--- config.mk ---
export PLATFORM = sky130hd
export DESIGN_NAME = mdu_sequencer
export DESIGN_NICKNAME = d
export VERILOG_FILES = /design/src/rtl/mdu_sequencer.sv
export SDC_FILE = /design/constraint.sdc
export NUM_CORES = 1
export LEC_CHECK = 0
export CAP_MARGIN = 10
export CORE_ASPECT_RATIO = 0.7
export CORE_MARGIN = 1.5
export CORE_UTILIZATION = 53
export CTS_BUF_LIST = sky130_fd_sc_hd__clkbuf_16
export DETAILED_ROUTE_END_ITERATION = 6
export GPL_TIMING_DRIVEN = 0
export PLACE_DENSITY = 0.87
export SLEW_MARGIN = 40
export SYNTH_ARGS = -nofsm -noshare
export SYNTH_HDL_FRONTEND = slang
export SYNTH_SLANG_ARGS = --single-unit
--- constraint.sdc ---
create_clock -name clk -period 3.9 [get_ports clk]
set_input_delay 0.78 -clock clk [delete_from_list [all_inputs] [get_ports clk]]
set_output_delay 0.78 -clock clk [all_outputs]
set_load 0.005 [all_outputs]
--- src/rtl/mdu_sequencer.sv ---
// ============================================================================
// mdu_sequencer
// ----------------------------------------------------------------------------
// Iterative unsigned multiply/divide unit (MULTU / DIVU) for the EX stage.
// It has no adder of its own. While an operation runs, it takes over the
// shared ALU and performs one add or subtract per cycle. HI/LO hold the last
// completed result for MFHI/MFLO. While the unit is busy, it stalls the
// pipeline.
//
// Ports
//   clk, reset           rising-edge clock, synchronous active-high reset
//   start, op_div        request (sampled only in IDLE); 0 = MULTU, 1 = DIVU
//   rs_val, rt_val       multiplicand/dividend, multiplier/divisor
//   ex_alu_a/b/ctrl/src  EX-stage ALU request (passed through when idle)
//   alu_result           shared ALU result (combinational from alu_a/b/ctrl)
//   alu_a/b/ctrl/src     arbitrated ALU inputs
//   busy, ex_stall       high while not IDLE
//   done                 one-cycle pulse in the cycle hi/lo show a new result
//   hi, lo               HI/LO result registers
// ============================================================================
module mdu_sequencer #(
    parameter int WIDTH = 32,
    parameter int CNT_W = 5
) (
    input  logic             clk,
    input  logic             reset,
    input  logic             start,
    input  logic             op_div,
    input  logic [WIDTH-1:0] rs_val,
    input  logic [WIDTH-1:0] rt_val,
    input  logic [WIDTH-1:0] ex_alu_a,
    input  logic [WIDTH-1:0] ex_alu_b,
    input  logic [3:0]       ex_alu_ctrl,
    input  logic             ex_alu_src,
    input  logic [WIDTH-1:0] alu_result,
    output logic [WIDTH-1:0] alu_a,
    output logic [WIDTH-1:0] alu_b,
    output logic [3:0]       alu_ctrl,
    output logic             alu_src,
    output logic             busy,
    output logic             ex_stall,
    output logic             done,
    output logic [WIDTH-1:0] hi,
    output logic [WIDTH-1:0] lo
);

    localparam logic [3:0] ALU_ADD = 4'b0010;
    localparam logic [3:0] ALU_SUB = 4'b0110;

    typedef enum logic [1:0] {
        IDLE = 2'd0,
        RUN  = 2'd1,
        DONE = 2'd2
    } state_t;

    state_t r_state;
    state_t w_state_nxt;

    logic [CNT_W-1:0] r_count;
    logic             r_op_div;
    // r_acc: P_hi (MULTU) or partial remainder R (DIVU)
    // r_low: P_lo (MULTU) or quotient/dividend shifter Q (DIVU)
    // r_opd: multiplicand M (MULTU) or divisor D (DIVU)
    logic [WIDTH-1:0] r_acc;
    logic [WIDTH-1:0] r_low;
    logic [WIDTH-1:0] r_opd;
    logic [WIDTH-1:0] r_hi;
    logic [WIDTH-1:0] r_lo;

    logic             w_last;
    logic             w_div0;
    logic [WIDTH:0]   w_s;
    logic [WIDTH-1:0] w_t;
    logic             w_carry;
    logic             w_sub_ok;
    logic [WIDTH-1:0] w_seq_a;
    logic [WIDTH-1:0] w_seq_b;
    logic [3:0]       w_seq_ctrl;
    logic [WIDTH-1:0] w_acc_nxt;
    logic [WIDTH-1:0] w_low_nxt;

    assign w_last = (r_count == CNT_W'(WIDTH - 1));
    assign w_div0 = op_div && (rt_val == '0);

    // Restoring division: shift the next dividend bit into the remainder.
    // s is one bit wider, so a remainder that overflows the shift still
    // counts as >= D.
    assign w_s      = {r_acc, r_low[WIDTH-1]};
    assign w_t      = w_s[WIDTH-1:0];
    assign w_sub_ok = w_s[WIDTH] || (w_t >= r_opd);

    // The ALU does not export a carry, so it is recovered from wraparound.
    assign w_carry = (alu_result < r_acc);

    always_comb begin
        // NOTE: every always_comb output gets a default first, so no path
        // can leave it unassigned and infer a latch.
        w_seq_a    = r_acc;
        w_seq_b    = r_low[0] ? r_opd : '0;
        w_seq_ctrl = ALU_ADD;
        w_acc_nxt  = {w_carry, alu_result[WIDTH-1:1]};
        w_low_nxt  = {alu_result[0], r_low[WIDTH-1:1]};
        if (r_op_div) begin
            w_seq_a    = w_t;
            w_seq_b    = r_opd;
            w_seq_ctrl = ALU_SUB;
            w_acc_nxt  = w_sub_ok ? alu_result : w_t;
            w_low_nxt  = {r_low[WIDTH-2:0], w_sub_ok};
        end
    end

    // ALU arbitration: EX owns the ALU only while the sequencer is idle.
    always_comb begin
        alu_a    = ex_alu_a;
        alu_b    = ex_alu_b;
        alu_ctrl = ex_alu_ctrl;
        alu_src  = ex_alu_src;
        if (r_state != IDLE) begin
            alu_a    = w_seq_a;
            alu_b    = w_seq_b;
            alu_ctrl = w_seq_ctrl;
            alu_src  = 1'b0;
        end
    end

    always_comb begin
        w_state_nxt = r_state;
        unique case (r_state)
            IDLE: begin
                if (start) begin
                    w_state_nxt = w_div0 ? DONE : RUN;
                end
            end
            RUN: begin
                if (w_last) begin
                    w_state_nxt = DONE;
                end
            end
            DONE:    w_state_nxt = IDLE;
            default: w_state_nxt = IDLE;
        endcase
    end

    always_ff @(posedge clk) begin
        // NOTE: sequential state uses non-blocking assignments only, so every
        // register samples values from before the edge.
        if (reset) begin
            r_state <= IDLE;
        end else begin
            r_state <= w_state_nxt;
        end
    end

    always_ff @(posedge clk) begin
        if (reset) begin
            r_count  <= '0;
            r_op_div <= 1'b0;
            r_acc    <= '0;
            r_low    <= '0;
            r_opd    <= '0;
            r_hi     <= '0;
            r_lo     <= '0;
        end else begin
            unique case (r_state)
                IDLE: begin
                    if (start) begin
                        r_op_div <= op_div;
                        r_count  <= '0;
                        r_acc    <= '0;
                        r_low    <= op_div ? rs_val : rt_val;
                        r_opd    <= op_div ? rt_val : rs_val;
                        if (w_div0) begin
                            r_hi <= rs_val;
                            r_lo <= '1;
                        end
                    end
                end
                RUN: begin
                    r_acc   <= w_acc_nxt;
                    r_low   <= w_low_nxt;
                    r_count <= r_count + CNT_W'(1);
                    // The final iteration's result goes straight into HI/LO,
                    // so the new values are visible in the DONE cycle.
                    if (w_last) begin
                        r_hi <= w_acc_nxt;
                        r_lo <= w_low_nxt;
                    end
                end
                default: begin
                end
            endcase
        end
    end

    assign busy     = (r_state != IDLE);
    assign ex_stall = busy;
    assign done     = (r_state == DONE);
    assign hi       = r_hi;
    assign lo       = r_lo;

endmodule

==> results of run 1 <==
-- final cells by class --
class                           count  area share
Sequential cell                   168       0.224
Multi-Input combinational cell   1015       0.452
Inverter                           65      0.0162
Clock buffer                       17      0.0283
Buffer                            118      0.0458
Clock inverter                     15     0.00940
Tap cell                          276      0.0230
Timing Repair Buffer              303       0.202
-- worst paths after layout --
path,cells after the start,start,to,slack [ps]
worst max-delay path,5,r_state[0],alu_b[24],120
worst min-delay path,1,r_count[3],r_count[3],480
worst max register to register,10,r_opd[29],hi[2],310
worst min register to register,1,r_count[3],r_count[3],480
-- power breakdown --
| part | leakage [nW] | switching (mW) | internal, mW |
|---|---|---|---|
| registers | 1.38 | 0.167 | 1.87 |
| logic | 3.93 | 1.06 | 0.884 |
| clock network | 0.276 | 0.839 | 0.854 |
| total | 5.58 | 2.07 | 3.60 |
-- per-layer routing --
layer,vias to the layer above,routed length (um),share of wire
li1,5565,-,-
met3,137,5320,0.12
met5,-,7,0.00015
met1,5998,19100,0.42
met2,904,19600,0.43
met4,2,1340,0.029
-- state kept, by name, summed over array words and instances (netlist names) --
signal    count
r_low        32
r_state       2
r_op_div      1
r_count       5
lo           32
r_acc        32
r_opd        32
hi           32
-- worst reg2reg max path: stages, from the launching register on --
cell and delay [ps]:
sky130_fd_sc_hd__dfxtp_1 440, sky130_fd_sc_hd__inv_1 80, sky130_fd_sc_hd__ha_1 320, sky130_fd_sc_hd__nand4_1 230
sky130_fd_sc_hd__nor4_1 550, sky130_fd_sc_hd__nand2_1 150, sky130_fd_sc_hd__a31oi_1 490, sky130_fd_sc_hd__clkbuf_1 470
sky130_fd_sc_hd__o21ai_0 200, sky130_fd_sc_hd__a31o_2 290, sky130_fd_sc_hd__a311oi_1 260
-- metrics by stage --
step / setup WS, ps / setup TNS, ps / util / hold WS (ps) / cell area [sq um]
2_1_floorplan: 1330 / 0 / - / 428 / 11100
3_3_place_gp: -422 / -21220 / 0.702 / 449 / 14500
3_5_place_dp: -525 / -27380 / 0.702 / 456 / 14500
4_1_cts: 21.2 / 0 / 0.730 / 469 / 15000
5_1_grt: 31.9 / 0 / 0.731 / 498 / 15000
6_report: 117 / 0 / 0.731 / 483 / 15000
-- cell families (layout without fill, tap and decap cells) --
| group | after synthesis | in the layout | share of synthesized area |
|---|---|---|---|
| AO/OA/AOI/OAI | 416 | 416 | 0.268 |
| adder cells (fa/ha/maj) | 65 | 65 | 0.0734 |
| buffers and inverters | 184 | 518 | 0.0839 |
| flip-flops | 168 | 168 | 0.304 |
| multiplexers | 127 | 127 | 0.118 |
| AND/OR/NAND/NOR | 407 | 407 | 0.153 |
-- layout by cell type, fill, tap and decap left out, types with 13 or more instances in the layout --
cell type and count:
sky130_fd_sc_hd__nor2_1 139, sky130_fd_sc_hd__clkdlybuf4s50_1 303, sky130_fd_sc_hd__nand2_1 180, sky130_fd_sc_hd__clkbuf_16 17
sky130_fd_sc_hd__a21o_1 13, sky130_fd_sc_hd__dfxtp_1 168, sky130_fd_sc_hd__clkbuf_1 63, sky130_fd_sc_hd__mux2_2 31
sky130_fd_sc_hd__mux2i_1 96, sky130_fd_sc_hd__a22o_1 32, sky130_fd_sc_hd__nand3_1 41, sky130_fd_sc_hd__o211ai_1 33
sky130_fd_sc_hd__inv_1 65, sky130_fd_sc_hd__a31o_1 28, sky130_fd_sc_hd__a21oi_1 89, sky130_fd_sc_hd__ha_1 65
sky130_fd_sc_hd__a311oi_2 28, sky130_fd_sc_hd__a211oi_1 65, sky130_fd_sc_hd__o21ai_0 104
==> impl_table.tex, run 1 <==
\begin{tabular}{lr}
\hline
Metric & Value \\
\hline
\multicolumn{2}{l}{\textbf{Global route}} \\
\quad Vias in the first global route & 11600 \\
\quad Met2 demand-to-capacity share in global routing & 0.632 \\
\quad Met1 usage & 0.548 \\
\quad Antenna violations before repair & 1 \\
\quad All-layer global routing usage & 0.408 \\
\quad Global-route wire length before repair & between 60000 and 70000 um \\
\quad GR Layer Usage met3 & 0.109 \\
\quad Remaining Overflow, GRT & 0 \\
\quad Global-route layer with the greatest usage & met2 \\
\quad Largest net degree at the start of global routing & 19 \\
\multicolumn{2}{l}{\textbf{Finish}} \\
\quad Final-stage net count & 1922 \\
\quad Fillers & 1627 \\
\quad Layout-stage area growth over the synthesis result & 35.8\% \\
\quad Area used by multi-input combinational logic & 6800 sq um \\
\quad Share of post-route cells with drive strength above 1 & 0.0829 \\
\quad Total area of sequential cells & 3360 sq um \\
\quad Antenna diode instance count & 0 \\
\quad Final instance count without filler cells & 1977 \\
\multicolumn{2}{l}{\textbf{Worst setup path}} \\
\quad Kind of critical path & reg2out \\
\quad CP bufs+invs & 3 \\
\quad Data arrival at the endpoint of the critical path & 3000 ps \\
\quad Dominant delay contributor by cell family on the critical path & buffers and inverters \\
\quad Cell type of the slowest stage on the worst timing path & sky130\_fd\_sc\_hd\_\_clkbuf\_1 \\
\quad Worst Setup Start Kind & register \\
\quad CP Max Fanout & 10 \\
\quad Crit. End Element & output pin \\
\quad CP Cell Sequence & nor2\_2, clkbuf\_2, clkbuf\_1, a22o\_1, clkdlybuf4s50\_1 \\
\quad Required time at the endpoint of the critical path & 3120 ps \\
\quad Worst stage delay on the critical path & 560 ps \\
\multicolumn{2}{l}{\textbf{Routing}} \\
\quad Routed wire per std cell & 23.0 um \\
\quad DRC violations left & 0 \\
\quad Total number of vias & 12600 \\
\quad Initial DRT Pass Iterations & 6 \\
\quad Detailed Route Iter0 Violations & 1621 \\
\quad Sum of routed wire length over all layers & about 45000 um \\
\quad Average via count per standard cell & 6.38 \\
\quad Antenna violation net count after detailed routing & 0 \\
\multicolumn{2}{l}{\textbf{Synthesis}} \\
\quad Synthesized Nets & around 1600 \\
\quad Number of flops mapped to enable cells by yosys & 0 \\
\quad Yosys Warn Count & 0 \\
\quad Cell count after synthesis & 1367 \\
\quad Most area-hungry cell type in the Yosys netlist & sky130\_fd\_sc\_hd\_\_dfxtp\_1 \\
\quad Area contributors post-synth & sky130\_fd\_sc\_hd\_\_dfxtp\_1 (30\%), sky130\_fd\_sc\_hd\_\_mux2i\_1 (8.7\%), sky130\_fd\_sc\_hd\_\_ha\_1 (7.3\%) \\
\quad Most frequently used cell type in the post-synthesis netlist & sky130\_fd\_sc\_hd\_\_nand2\_1 \\
\quad Synth top area share & 0.304 \\
\quad Post-synthesis register bit count & 168 \\
\quad Part of the Yosys area used for sequential elements & 0.304 \\
\quad Mapped Area & 11100 sq um \\
\quad Asr flop ratio synth & 0 \\
\quad Post-synthesis average cell area & 8.10 sq um \\
\quad Predominant post-synthesis flop cell & sky130\_fd\_sc\_hd\_\_dfxtp\_1 \\
\quad Synth cell count leaders & sky130\_fd\_sc\_hd\_\_nand2\_1 (180), sky130\_fd\_sc\_hd\_\_dfxtp\_1 (168), sky130\_fd\_sc\_hd\_\_nor2\_1 (141) \\
\quad Number of library cell types mapped by synthesis & 54 \\
\multicolumn{2}{l}{\textbf{STA}} \\
\quad Fmax & 264 MHz \\
\quad Final worst path period need & 3780 ps \\
\quad Total count of hold-check failures in the final report & 0 \\
\quad RSZ-0062 raised after global routing & no \\
\quad Slew HR & 0.423 \\
\quad Number of setup violations in the final report & 0 \\
\quad Max Clock Skew & 11.9 ps \\
\quad Pin slew with the least headroom to its limit & 865 ps \\
\quad Share of the clock period used by the worst path & 0.970 \\
\quad Slew Viols, Final & 0 \\
\multicolumn{2}{l}{\textbf{Floorplanning}} \\
\quad Core Region & 20600 sq um \\
\quad Horizontal die dimension & 176 um \\
\quad Boundary Pins & 305 \\
\quad Vertical die dimension & 124 um \\
\quad Die Footprint & 21800 sq um \\
\quad Rows & 44 \\
\quad Effective utilization at floorplan & 0.538 \\
\multicolumn{2}{l}{\textbf{Pwr}} \\
\quad Peak VDD IR & 0.300 mV \\
\quad Power per Cell Area & 377 nW/um\^{}2 \\
\quad Leak pwr & 5.58 nW \\
\quad Total power draw & 5.67 mW \\
\multicolumn{2}{l}{\textbf{Clock tree}} \\
\quad Number of CTS-inserted buffers & 17 \\
\quad Clock-pin transition on the worst setup and hold timing paths & 70 ps \\
\quad Cell at the root of the clock tree & sky130\_fd\_sc\_hd\_\_clkbuf\_16 \\
\quad H-tree levels & 4 \\
\quad CTS Hold Buffers Added & 0 \\
\quad Total number of clock tree sinks & $\sim$170 \\
\quad CTS tree & yes \\
\quad Maximum clock insertion buffer count & 2 \\
\quad Insertion delay to the later sink of the worst-skew pair & 440 ps \\
\quad CTS-repair resized insts & 6 \\
\quad Post-CTS setup buffers & 0 \\
\multicolumn{2}{l}{\textbf{Placed design}} \\
\quad Count of port buffers added during placement & about 300 \\
\quad Placed insts & 1946 \\
\quad Weighted congestion reported at the end of routability-driven placement & 1.01 \\
\quad Post-detailed-placement half-perimeter wirelength & 36100 um \\
\multicolumn{2}{l}{\textbf{Min path}} \\
\quad Class of the most critical hold timing path & reg2reg \\
\multicolumn{2}{l}{\textbf{Run status}} \\
\quad Run status & finished, final reports clean \\
\multicolumn{2}{l}{\textbf{Flow run}} \\
\quad Maxcap violations & 0 \\
\hline
\end{tabular}
No activity file was read; power rests on OpenSTA's default activity.
==> run 2, diff against run 1 <==
--- a/config.mk
+++ b/config.mk
@@ -17,3 +17,4 @@
 export SYNTH_ARGS = -nofsm -noshare
 export SYNTH_HDL_FRONTEND = slang
 export SYNTH_SLANG_ARGS = --single-unit
+export TNS_END_PERCENT = 20
==> results of run 2 <==
The final DEF is identical to that of run 1; final timing and power are the same.
